==> config.mk <==
export PLATFORM = sky130hd
export DESIGN_NAME = mask_gen_arbiter
export DESIGN_NICKNAME = d
export VERILOG_FILES = /design/src/rtl/mask_gen_arbiter.sv
export SDC_FILE = /design/constraint.sdc
export NUM_CORES = 1
export LEC_CHECK = 0
export CORE_AREA = 2 2 425 427
export DETAILED_ROUTE_END_ITERATION = 12
export DIE_AREA = 0 0 427 429
export PLACE_DENSITY = 0.41
export SETUP_SLACK_MARGIN = 0.1
export SYNTH_ARGS = -nofsm -noshare
export SYNTH_HDL_FRONTEND = slang
export SYNTH_SLANG_ARGS = --single-unit
==> constraint.sdc <==
create_clock -name i_clk -period 8.2 [get_ports i_clk]
set_input_delay 0.82 -clock i_clk [delete_from_list [all_inputs] [get_ports i_clk]]
set_output_delay 0.82 -clock i_clk [all_outputs]
set_load 0.05 [all_outputs]
==> src/rtl/mask_gen_arbiter.sv <==
// mask_gen_arbiter
// Shares one 512-bit mask generator among NREQ requesters using a round-robin
// grant. Drives the generator's trig/done handshake, captures the finished
// mask and returns it to the winner. A watchdog aborts a stuck transaction.
//
// Ports:
//   i_clk, i_rstn            clock, asynchronous active-low reset
//   i_req[NREQ]              request level per requester (held until o_ack)
//   i_left_or_right[NREQ]    direction per requester (0=left, 1=right)
//   i_bound_index[9*NREQ]    bound index per requester, k at [9k+8:9k]
//   o_ack[NREQ]              done strobe to the granted requester
//   o_mask[512]              result mask, zero unless an ack is high
//   o_err                    ack carries a timed-out result
//   o_gnt_id[3]              id of the current/last grant
//   o_mg_trig                trigger to the mask generator
//   o_mg_left_or_right       direction to the mask generator
//   o_mg_bound_index[9]      bound index to the mask generator
//   i_mg_done, i_mg_mask     generator completion and result
module mask_gen_arbiter #(
    parameter int unsigned NREQ    = 4,
    parameter int unsigned TIMEOUT = 32
) (
    input  logic                i_clk,
    input  logic                i_rstn,
    input  logic [NREQ-1:0]     i_req,
    input  logic [NREQ-1:0]     i_left_or_right,
    input  logic [9*NREQ-1:0]   i_bound_index,
    output logic [NREQ-1:0]     o_ack,
    output logic [511:0]        o_mask,
    output logic                o_err,
    output logic [2:0]          o_gnt_id,
    output logic                o_mg_trig,
    output logic                o_mg_left_or_right,
    output logic [8:0]          o_mg_bound_index,
    input  logic                i_mg_done,
    input  logic [511:0]        i_mg_mask
);

    localparam int unsigned IDW = 3;
    localparam int unsigned BIW = 9;
    localparam int unsigned MW  = 512;
    localparam int unsigned WDW = $clog2(TIMEOUT);
    localparam logic [WDW-1:0] WD_LAST = WDW'(TIMEOUT - 1);

    typedef enum logic [1:0] {
        S_IDLE  = 2'd0,
        S_ISSUE = 2'd1,
        S_RESP  = 2'd2
    } state_t;

    state_t             r_state;
    state_t             w_state_nxt;
    logic [IDW-1:0]     r_gnt_id,   w_gnt_id_nxt;
    logic [IDW-1:0]     r_last_gnt, w_last_gnt_nxt;
    logic               r_trig,     w_trig_nxt;
    logic               r_dir,      w_dir_nxt;
    logic [BIW-1:0]     r_idx,      w_idx_nxt;
    logic [MW-1:0]      r_mask,     w_mask_nxt;
    logic               r_err,      w_err_nxt;
    logic [WDW-1:0]     r_wd,       w_wd_nxt;

    logic               w_found;
    logic [IDW-1:0]     w_win;
    logic               w_win_dir;
    logic [BIW-1:0]     w_win_idx;
    logic               w_gnt_req;
    logic [NREQ-1:0]    w_gnt_onehot;
    logic               w_ack_hit;

    // Round-robin pick: smallest distance past the last grant wins
    always_comb begin
        int unsigned best_d;
        int unsigned d;
        w_found = 1'b0;
        w_win   = '0;
        best_d  = NREQ;
        d       = 0;
        for (int unsigned k = 0; k < NREQ; k++) begin
            d = (k + NREQ - 1 - 32'(r_last_gnt)) % NREQ;
            if (i_req[k] && (d < best_d)) begin
                best_d  = d;
                w_win   = IDW'(k);
                w_found = 1'b1;
            end
        end
    end

    // Winner's direction and index, sampled only when the grant is taken
    always_comb begin
        w_win_dir = 1'b0;
        w_win_idx = '0;
        for (int unsigned k = 0; k < NREQ; k++) begin
            if (IDW'(k) == w_win) begin
                w_win_dir = i_left_or_right[k];
                w_win_idx = i_bound_index[BIW*k +: BIW];
            end
        end
    end

    // Request level and one-hot of the current grant
    always_comb begin
        w_gnt_req    = 1'b0;
        w_gnt_onehot = '0;
        for (int unsigned k = 0; k < NREQ; k++) begin
            if (IDW'(k) == r_gnt_id) begin
                w_gnt_req       = i_req[k];
                w_gnt_onehot[k] = 1'b1;
            end
        end
    end

    // Next-state and register updates
    always_comb begin
        w_state_nxt    = r_state;
        w_gnt_id_nxt   = r_gnt_id;
        w_last_gnt_nxt = r_last_gnt;
        w_trig_nxt     = r_trig;
        w_dir_nxt      = r_dir;
        w_idx_nxt      = r_idx;
        w_mask_nxt     = r_mask;
        w_err_nxt      = r_err;
        w_wd_nxt       = r_wd;
        case (r_state)
            S_IDLE: begin
                w_trig_nxt = 1'b0;
                if (w_found) begin
                    w_gnt_id_nxt   = w_win;
                    w_last_gnt_nxt = w_win;
                    w_dir_nxt      = w_win_dir;
                    w_idx_nxt      = w_win_idx;
                    w_trig_nxt     = 1'b1;
                    w_wd_nxt       = '0;
                    w_state_nxt    = S_ISSUE;
                end
            end
            S_ISSUE: begin
                w_trig_nxt = 1'b1;
                w_wd_nxt   = r_wd + WDW'(1);
                if (i_mg_done) begin
                    w_mask_nxt  = i_mg_mask;
                    w_err_nxt   = 1'b0;
                    w_trig_nxt  = 1'b0;
                    w_state_nxt = S_RESP;
                end else if (r_wd == WD_LAST) begin
                    w_mask_nxt  = '0;
                    w_err_nxt   = 1'b1;
                    w_trig_nxt  = 1'b0;
                    w_state_nxt = S_RESP;
                end
            end
            S_RESP: begin
                w_trig_nxt = 1'b0;
                if (!w_gnt_req) begin
                    w_state_nxt = S_IDLE;
                end
            end
            default: begin
                w_trig_nxt  = 1'b0;
                w_state_nxt = S_IDLE;
            end
        endcase
    end

    // State register
    always_ff @(posedge i_clk or negedge i_rstn) begin
        if (!i_rstn) begin
            r_state <= S_IDLE;
        end else begin
            r_state <= w_state_nxt;
        end
    end

    // Datapath registers; last grant resets so requester 0 goes first
    always_ff @(posedge i_clk or negedge i_rstn) begin
        if (!i_rstn) begin
            r_gnt_id   <= '0;
            r_last_gnt <= IDW'(NREQ - 1);
            r_trig     <= 1'b0;
            r_dir      <= 1'b0;
            r_idx      <= '0;
            r_mask     <= '0;
            r_err      <= 1'b0;
            r_wd       <= '0;
        end else begin
            r_gnt_id   <= w_gnt_id_nxt;
            r_last_gnt <= w_last_gnt_nxt;
            r_trig     <= w_trig_nxt;
            r_dir      <= w_dir_nxt;
            r_idx      <= w_idx_nxt;
            r_mask     <= w_mask_nxt;
            r_err      <= w_err_nxt;
            r_wd       <= w_wd_nxt;
        end
    end

    // Ack follows the winner's request live so it drops in the same cycle
    assign o_ack     = ((r_state == S_RESP) && w_gnt_req) ? w_gnt_onehot : '0;
    assign w_ack_hit = |o_ack;
    assign o_mask    = w_ack_hit ? r_mask : '0;
    assign o_err     = r_err & w_ack_hit;

    assign o_gnt_id           = r_gnt_id;
    assign o_mg_trig          = r_trig;
    assign o_mg_left_or_right = r_dir;
    assign o_mg_bound_index   = r_idx;

endmodule

==> results of run 1 <==
-- cell families (layout without fill, tap and decap cells) --
family | count (synthesis) | in the layout
flip-flops | 535 | 535
AO/OA/AOI/OAI | 564 | 564
other | 1 | 22
XOR/XNOR | 1 | 1
AND/OR/NAND/NOR | 574 | 574
multiplexers | 14 | 14
buffers and inverters | 183 | 1244
adder cells (fa/ha/maj) | 5 | 5
-- sequential cells by signal, indices dropped and copies added (netlist names) --
register,count
r_wd,5
r_mask,512
r_err,1
o_gnt_id,2
o_mg_trig,1
r_state,2
o_mg_bound_index,9
o_mg_left_or_right,1
r_last_gnt,2
-- area by class of cell --
type / count / area, µm²
well taps: 2355 / 2947
clock buffers: 102 / 2087
clock inverters: 29 / 381.6
diodes: 21 / 52.55
inverters: 3 / 11.26
multi-input cells: 1159 / 8556
repair buffers: 1110 / 11190
fillers: 19231 / 139400
flip-flops and latches: 535 / 13390
-- layer usage --
metal  vias to the layer above  routed length, µm
met5                         -                106
met1                     10019              51700
met3                       177              10010
li1                       8777                  -
met4                        16               3570
met2                       753              60110
-- cell usage in the layout, fill, tap and decap left out, types with 4 or more instances in the layout --
cell	netlist	routed
a21oi_1	6	5
a22o_1	513	513
a31oi_1	20	20
and2_1	515	514
buf_12	0	10
buf_4	2	12
bufinv_16	0	5
clkbuf_1	118	15
clkbuf_16	0	74
clkbuf_8	0	13
clkdlybuf4s50_1	0	1087
clkinv_2	0	12
clkinvlp_4	0	4
dfrtp_1	533	533
diode_2	0	21
ha_1	5	5
mux2_2	11	11
nand2_1	28	28
nor2_1	15	15
nor2b_1	4	4
o21a_1	5	5
o21ai_0	10	8
o31ai_1	4	4
-- path summary, 6_finish.rpt --
check | start | endpoint | cells after the start
setup / recovery | r_last_gnt[1] | o_mg_left_or_right | 15
hold / removal | i_rstn | r_mask[273] | 1
setup reg to reg | r_last_gnt[1] | o_mg_left_or_right | 15
hold reg to reg | r_wd[3] | r_wd[3] | 1
max in group asynchronous | i_rstn | r_mask[511] | 3
min in group i_clk | r_wd[3] | r_wd[3] | 1
-- power by group through the flow --
stage | clock, mW | sequential (mW) | combinational, mW
finish | 3.32 | 4.82 | 5.19
global route | 3.57 | 4.97 | 5.57
CTS | 3.47 | 4.83 | 5.27
detailed placement | 0 | 4.83 | 5.24
global placement | 0 | 4.85 | 5.22
floorplan | 0 | 4.45 | 3.46
-- worst max-delay path, cell delays in order, from the launching register on --
cell	delay [ns]
dfstp_2	0.59
xnor2_1	0.21
inv_1	0.08
ha_1	0.30
a21oi_1	0.08
o21ai_1	0.86
mux2_2	0.44
ha_1	0.20
and4b_1	0.24
a22o_1	0.53
a21oi_1	0.16
ha_1	0.33
nand2_1	0.08
a21oi_1	0.65
a31oi_1	0.19
a31oi_1	0.23
-- metrics by stage --
step	std cells	util, %	instance area, µm²
global placement	5162	20.27	36090
detailed placement	5162	20.27	36090
finish	5314	21.69	38610
global route	5309	21.68	38600
CTS	5293	21.66	38560
floorplan	1877	-	22720
==> metrics.cfg, run 1 <==
[global_routing]
grt_pass1_vias = 20464
antenna_found_initial = 57
met1_usage_pct = 16.04
grtUsageMet2_pct = 21.43
use_met3_pct = 4.885
grt_overflow = 0
grtUsageTotal_pct = 13.26
grt_pass1_wl_um = 171700
top_usage_layer = met2
grt_max_degree = 199

[yosys]
synth_compound_area_share_pct = 21.18
synth_commonest_cells = dfrtp_1, and2_1, a22o_1
avgSynthCellArea_um2 = 12.10
synthMuxAreaShare_pct = 0.6830
synth.yosys.warnings = 0
synth-seq-area-share_pct = 58.95
yosys.area.top_type = dfrtp_1
synth_edf_count = 0
synthTopCellsByArea = dfrtp_1, a22o_1, and2_1
synthAdderAreaFrac_pct = 0.2754
synthesis.nets = 2441
synth_xor_xnor_area_share_pct = 0.03856
yosys.cell_count.top_type = dfrtp_1
ys_seq_elements = 535
synth_ff_type = dfrtp_1
synthArstFlopShare_pct = 100.0
synth_top_family_by_area = compound AO/OA/AOI/OAI gates
synth_top_area_share_pct = 58.72
synthDistinctLibCells = 37
synthCells = 1877
synth.cell_area_um2 = 22720
synth-simple-area-share_pct = 15.36

[setup_path]
critPathKind = flip-flop to flip-flop
critPathArrivalTime_ns = 5.85
critPathRequiredTime_ns = 8.79
path_max_fanout = 15
r2r_slack_ns = 2.94
critPathCaptureType = flip-flop
critPathLaunchType = flip-flop

[clocking]
cts_setup_buffers = 0
clk_pin_slew_ns = 0.06
insertion_delay_ns = 0.70
h-tree-depth = 3
clock-sinks = 535
numCtsBuffers = 73
cts_buffer_depth = 3
cts_resized = 0
cts_hold_buf = 0
cts_tree = done
cts-root-buf = clkbuf_16

[route]
wl_per_cell_um = 23.62
drt_first_pass_iters = 4
drc = 0
vias = 19742
drtAntennaViolNets = 0
via_per_inst = 3.715
dr.first_iter.drc_count = 1144
routed_wirelength_um = 125500

[power]
p_int_mw = 8.034
p_clk_share_pct = 24.9
pwr-share-comb_pct = 38.9
p_per_area_nw_per_um2 = 345.4
power.leakage_nw = 15.65
total_power_mw = 13.34
p_sw_mw = 5.301
p_sw_share_pct = 39.75
ir_drop_mv = 0.1654
seqPwrFrac_pct = 36.1

[die]
fp.coreArea_um2 = 178000
die-area_um2 = 183200
pin_count = 1090
placement_rows = 155
die_w_um = 427
die_h_um = 429
start_util_pct = 12.76

[timing]
rsz0062_at_grt = false
fmax_ghz = 0.1902
slew_headroom_pct = 21.58
whs_ns = 0.1245
finalSetupTns_ns = 0
slew_violations = 0
clock-skew-final_ns = 0.02900
setup_slack_ns = 2.941
layout_min_cycle_time_ns = 5.259
min_period_over_period_pct = 64.13
hold_viol_final = 0
tightest_slew_ns = 1.168
setup_viol = 0

[outcome]
outcome = complete, no violations

[final_layout]
areaGrowthSynthToFinish_pct = 69.98
nNetsFinal = 3446
drive_gt1_share_pct = 5.310

[placed_design]
gp_congestion = 0.8826
post-place-ws_ns = 2.339
port_buffers = 1088
place.detailed.hpwl_um = 92890

[min_path]
hold_path_class = input port to asynchronous set/reset pin

[job]
max_cap_viol_count = 0

Note: power is estimated with default switching activity, not from simulation.
==> run 2: changes to the inputs <==
PLACE_DENSITY = 0.42   (was 0.41)
clock period = 4.3 ns   (was 8.2 ns; I/O delays follow)
==> run 2 against run 1 <==
  * Sequential share of layout area fell by 2.1 points
  * Sequential cell count is the same
  * Critical endpoint is now o_gnt_id[0]
  * Final cell count rose by 0.41%
  * Largest cell class is now non-clock buffers
  * Maximum frequency grew 37%
  * Clock-buffer cell count decreased by 1
  * Sequential power is 87% higher
  * Critical path type unchanged
  * Final area increased by 6.4%
  * Combinational power up 110%
  * Clock skew shrank 0.0028 ns
==> metrics.cfg, run 2 (synthesis results as in run 1) <==
[setup_path]
path_max_fanout = 5
critPathLaunchType = flip-flop
path_cells = xnor2_1 -> inv_1 -> ha_1 -> a21oi_1 -> o21ai_1 -> mux2_2 -> ha_1 -> and4b_1 -> a22o_1 -> a21oi_1 -> ha_1 -> nand2_1 -> a21o_1 -> o31a_1 -> or3_1 -> o21a_1
critPathMostFrequentCell = ha_1
critPathRequiredTime_ns = 4.86
critPathArrivalTime_ns = 4.38
critPathKind = flip-flop to flip-flop
slowest_delay_ns = 0.58
worst_path_max_delay_cell = dfstp_2
critPathCaptureType = flip-flop

[clocking]
h-tree-depth = 3
clk_pin_slew_ns = 0.06
cts_buffer_depth = 3
cts_tree = done
insertion_delay_ns = 0.68
numCtsBuffers = 74
clock-sinks = 535
cts-root-buf = clkbuf_16

[placed_design]
place.detailed.hpwl_um = 99200
gp_congestion = 0.8770
post-place-ws_ns = 0.1414
port_buffers = 1088
placed_cell_area_um2 = 38470

[route]
wl_per_cell_um = 24.65
routed_wirelength_um = 131500
vias = 19840
via_per_inst = 3.718
dr.first_iter.drc_count = 1166
drt_first_pass_iters = 5
drtAntennaViolNets = 0
drc = 0

[die]
fp.coreArea_um2 = 178000
pin_count = 1090
die_w_um = 427
placement_rows = 155
die-area_um2 = 183200
die_h_um = 429
start_util_pct = 12.76

[timing]
min_period_over_period_pct = 88.95
layout_min_cycle_time_ns = 3.825
fmax_ghz = 0.2614
finalSetupTns_ns = 0
clock-skew-final_ns = 0.02621
slew_violations = 0
tightest_slew_ns = 1.007
whs_ns = 0.3253
hold_viol_final = 0
setup_viol = 0
slew_headroom_pct = 32.90
rsz0062_at_grt = false
setup_slack_ns = 0.4750

[min_path]
hold_path_class = input port to asynchronous set/reset pin

[final_layout]
mostFrequentLayoutCells = clkdlybuf4s50_1, dfrtp_1, and2_1
design_area_um2 = 41070
drive_gt1_share_pct = 19.40
areaGrowthSynthToFinish_pct = 80.79
regMostFlops = r_mask
layout_commonest_cell = clkdlybuf4s50_1
nNetsFinal = 3475
largest_register_ff_count = 512

[global_routing]
antenna_found_initial = 60
grt_pass1_vias = 20176
grt_overflow = 0
grt_pass1_wl_um = 177300
grtUsageTotal_pct = 13.92
grt_max_degree = 137

[power]
p_per_area_nw_per_um2 = 646.9
total_power_mw = 26.57
power.leakage_nw = 17.32
ir_drop_mv = 0.3568

[outcome]
outcome = complete, no violations

[job]
max_cap_viol_count = 0

[run 2: changes by cell type in the layout (fill, tap and decap cells not counted), sizes merged, moves of 3 or more]
cell           previous run  this run
buf                      23       438
clkinv                   18        15
diode                    21        17
clkdlybuf4s50          1087       699
[run 2: worst paths after layout]
path | startpoint | end | slack (ns) | depth (start not counted)
setup reg to reg | r_last_gnt[1] | o_gnt_id[0] | 0.48 | 16
max in group asynchronous | i_rstn | r_mask[484] | 2.72 | 3
setup / recovery | r_last_gnt[1] | o_gnt_id[0] | 0.48 | 16
hold / removal | i_rstn | r_mask[322] | 0.33 | 2
min in group i_clk | i_bound_index[30] | o_mg_bound_index[3] | 0.33 | 3
hold reg to reg | r_wd[3] | r_wd[3] | 0.48 | 1
[run 2: worst max-delay path, delay by kind of cell, from the launching register on]
family	cells	cell delay [ns]
AOI/OAI and AO/OA	7	0.95
and+or+nand+nor	3	0.72
muxes	1	0.38
adders and majority gates	3	0.81
buffers and inverters	1	0.08
DFF	1	0.58
xor gates and xnor gates	1	0.19
[run 2: area by class of cell]
type	count	area (µm²)
fill	19018	137000
clock inverter	28	379.1
antenna	17	42.54
tap	2355	2947
clock buffer	101	2157
inverter	3	11.26
multi-input combinational	1159	8559
timing repair buffer	1138	13580
sequential	535	13390
[run 2: report_power, final]
| part | switching, mW | leakage, nW | total, mW | internal (mW) |
|---|---|---|---|---|
| combinational | 6.09 | 9.44 | 10.9 | 4.85 |
| clock | 2.64 | 1.25 | 6.58 | 3.94 |
| sequential | 1.60 | 6.63 | 9.03 | 7.43 |
| total | 10.3 | 17.3 | 26.6 | 16.2 |
[run 2: metrics by stage]
stage | cells | util, %
global route | 5333 | 23.06
floorplan | 1877 | -
finish | 5336 | 23.07
global placement | 5189 | 21.61
detailed placement | 5189 | 21.61
CTS | 5319 | 23.04
[run 2: routing by layer]
layer | part of all wire, % | global-route usage (%)
met4 | 4.2 | 6.471
met3 | 8.6 | 5.622
met5 | 0.19 | 0.6878
met2 | 46 | 21.49
met1 | 41 | 16.74
[run 2: timing repair]
action,in CTS,in global routing
hold endpoints to repair,57,0
gates resized for setup,0,1
hold buffers,1,0
buffers inserted,0,0
setup endpoints to repair,0,9
==> run 3: changes to the inputs <==
CELL_PAD_IN_SITES_DETAIL_PLACEMENT = 1   (was not set)
CELL_PAD_IN_SITES_GLOBAL_PLACEMENT = 2   (was not set)
CORE_AREA = 2 2 423 425   (was 2 2 425 427)
CTS_BUF_LIST = sky130_fd_sc_hd__clkbuf_16   (was not set)
DIE_AREA = 0 0 425 427   (was 0 0 427 429)
PLACE_DENSITY = 0.57   (was 0.42)
==> run 3 against run 2 <==
  * Hold slack got worse by 0.0010 ns
  * Clock skew is 0.0015 ns lower
  * Clock power fell by 7.4%
  * Setup slack worse by 0.081 ns
  * First-iteration DRC count shrank 11%
  * Core utilization is 0.78 points lower
  * Wire length is 4.6% lower
  * Sequential cell count unchanged
  * Sequential power is essentially flat
  * Global-route usage decreased by 0.62 points
  * Maximum frequency shrank 2.1%
==> metrics.cfg, run 3 (synthesis results as in run 1) <==
[min_path]
hold_path_class = input port to flip-flop
min_path_cells = 3

[final_layout]
multi_input_area_um2 = 8567
stdcell_count = 5335
largest_register_ff_count = 512
nNetsFinal = 3482
layout_commonest_cell = clkdlybuf4s50_1
drive_gt1_share_pct = 14.22
fin_util_pct = 22.28
nFillCells = 19953
regMostFlops = r_mask
regArea_um2 = 13390
areaGrowthSynthToFinish_pct = 73.88
design_area_um2 = 39500
mostFrequentLayoutCells = clkdlybuf4s50_1, dfrtp_1, and2_1

[timing]
fmax_ghz = 0.2560
slew_headroom_pct = 26.78
layout_min_cycle_time_ns = 3.906
tightest_slew_ns = 1.091
finalSetupTns_ns = 0
clock-skew-final_ns = 0.02471
min_period_over_period_pct = 90.83
setup_viol = 0
hold_viol_final = 0
rsz0062_at_grt = false
slew_violations = 0

[route]
drc = 0
wl_per_cell_um = 23.51
via_per_inst = 3.686
routed_wirelength_um = 125400
drtAntennaViolNets = 0
vias = 19667
dr.first_iter.drc_count = 1033
drt_first_pass_iters = 5

[placed_design]
place.detailed.hpwl_um = 94350
port_buffers = 1088
gp_congestion = 0.8029
placedCellCount = 5194
placed_cell_area_um2 = 37150

[setup_path]
critPathKind = flip-flop to flip-flop
reg2reg_depth = 16
r2r_slack_ns = 0.39
rr_endpoint = o_gnt_id[0]
critPathLaunchType = flip-flop
critPathLaunch = r_last_gnt[0]
critPathRequiredTime_ns = 4.86
path_max_fanout = 6
r2r-start = r_last_gnt[0]
critPathCaptureType = flip-flop
crit_end = o_gnt_id[0]
critPathArrivalTime_ns = 4.46

[global_routing]
grt_pass1_vias = 20806
grtUsageTotal_pct = 13.30
grt_overflow = 0
grt_max_degree = 150
antenna_found_initial = 28
grt_pass1_wl_um = 172700

[die]
placement_rows = 155
die_h_um = 427
start_util_pct = 12.81
pin_count = 1090
die_w_um = 425
die-area_um2 = 181500
fp.coreArea_um2 = 177300

[power]
power.leakage_nw = 16.66
p_per_area_nw_per_um2 = 648.2
ir_drop_mv = 0.2727

[clocking]
cts_tree = done
cts-root-buf = clkbuf_16
clk_pin_slew_ns = 0.05
numCtsBuffers = 76
cts_setup_buffers = 0
insertion_delay_ns = 0.69
clock-sinks = 535
cts_buffer_depth = 3
h-tree-depth = 3

[job]
max_cap_viol_count = 0

[outcome]
outcome = complete, no violations

[run 3: cell type report]
| cell class | instances | share of cell area [%] |
|---|---|---|
| Timing Repair Buffer | 1143 | 31.03 |
| Clock buffer | 77 | 4.878 |
| Inverter | 3 | 0.02851 |
| Sequential cell | 535 | 33.90 |
| Antenna cell | 6 | 0.03801 |
| Multi-Input combinational cell | 1159 | 21.69 |
| Tap cell | 2355 | 7.460 |
| Clock inverter | 57 | 0.9788 |
[run 3: layer usage]
| layer | wire length, µm | track usage, % |
|---|---|---|
| met2 | 63190 | 22.80 |
| met5 | 25 | 0 |
| met4 | 2216 | 2.996 |
| met1 | 50950 | 16.02 |
| met3 | 9052 | 4.414 |
[run 3: how the worst min path moves through the flow]
stage / from / end / slack (ns)
finish: i_bound_index[32] / o_mg_bound_index[5] / 0.32
global route: i_mg_mask[67] / r_mask[67] / 0.26
CTS: i_bound_index[32] / o_mg_bound_index[5] / 0.23
detailed placement: r_mask[318] / r_mask[318] / 0.48
global placement: r_wd[3] / r_wd[3] / 0.48
floorplan: i_rstn / o_gnt_id[0] / 0.13
[run 3: per-stage QoR]
stage / power (mW) / hold slack (ns) / worst slack [ns]
floorplan: 15.08 / 0.1344 / 0.1541
global placement: 19.61 / 0.4759 / 0.1019
detailed placement: 19.73 / 0.4826 / 0.08302
CTS: 26.14 / 0.2256 / 0.1438
global route: 27.19 / 0.2632 / 0.1433
finish: 25.60 / 0.3243 / 0.3942
[run 3: timing repair]
| item | CTS | global route |
|---|---|---|
| resized for setup | 0 | 2 |
| hold buffers | 1 | 0 |
| endpoints found under the setup margin | 0 | 10 |
| hold endpoints to repair | 78 | 0 |
[run 3: power by group]
group	internal [mW]	total, mW	switching (mW)
Clock	3.48	6.09	2.61
Sequential	7.44	9.04	1.60
Combinational	4.53	10.5	5.94
Total	15.5	25.6	10.2
[run 3: worst max-delay path: stages (launching register included)]
cell	delay [ns]
dfstp_2	0.60
xnor2_2	0.17
inv_1	0.08
ha_1	0.30
a21oi_1	0.09
o21ai_1	0.18
mux2_2	0.37
ha_1	0.19
and4b_1	0.24
a22o_1	0.20
a21oi_1	0.10
ha_1	0.32
nand2_1	0.10
a21o_1	0.20
o31a_1	0.13
or3_1	0.40
o21a_1	0.12
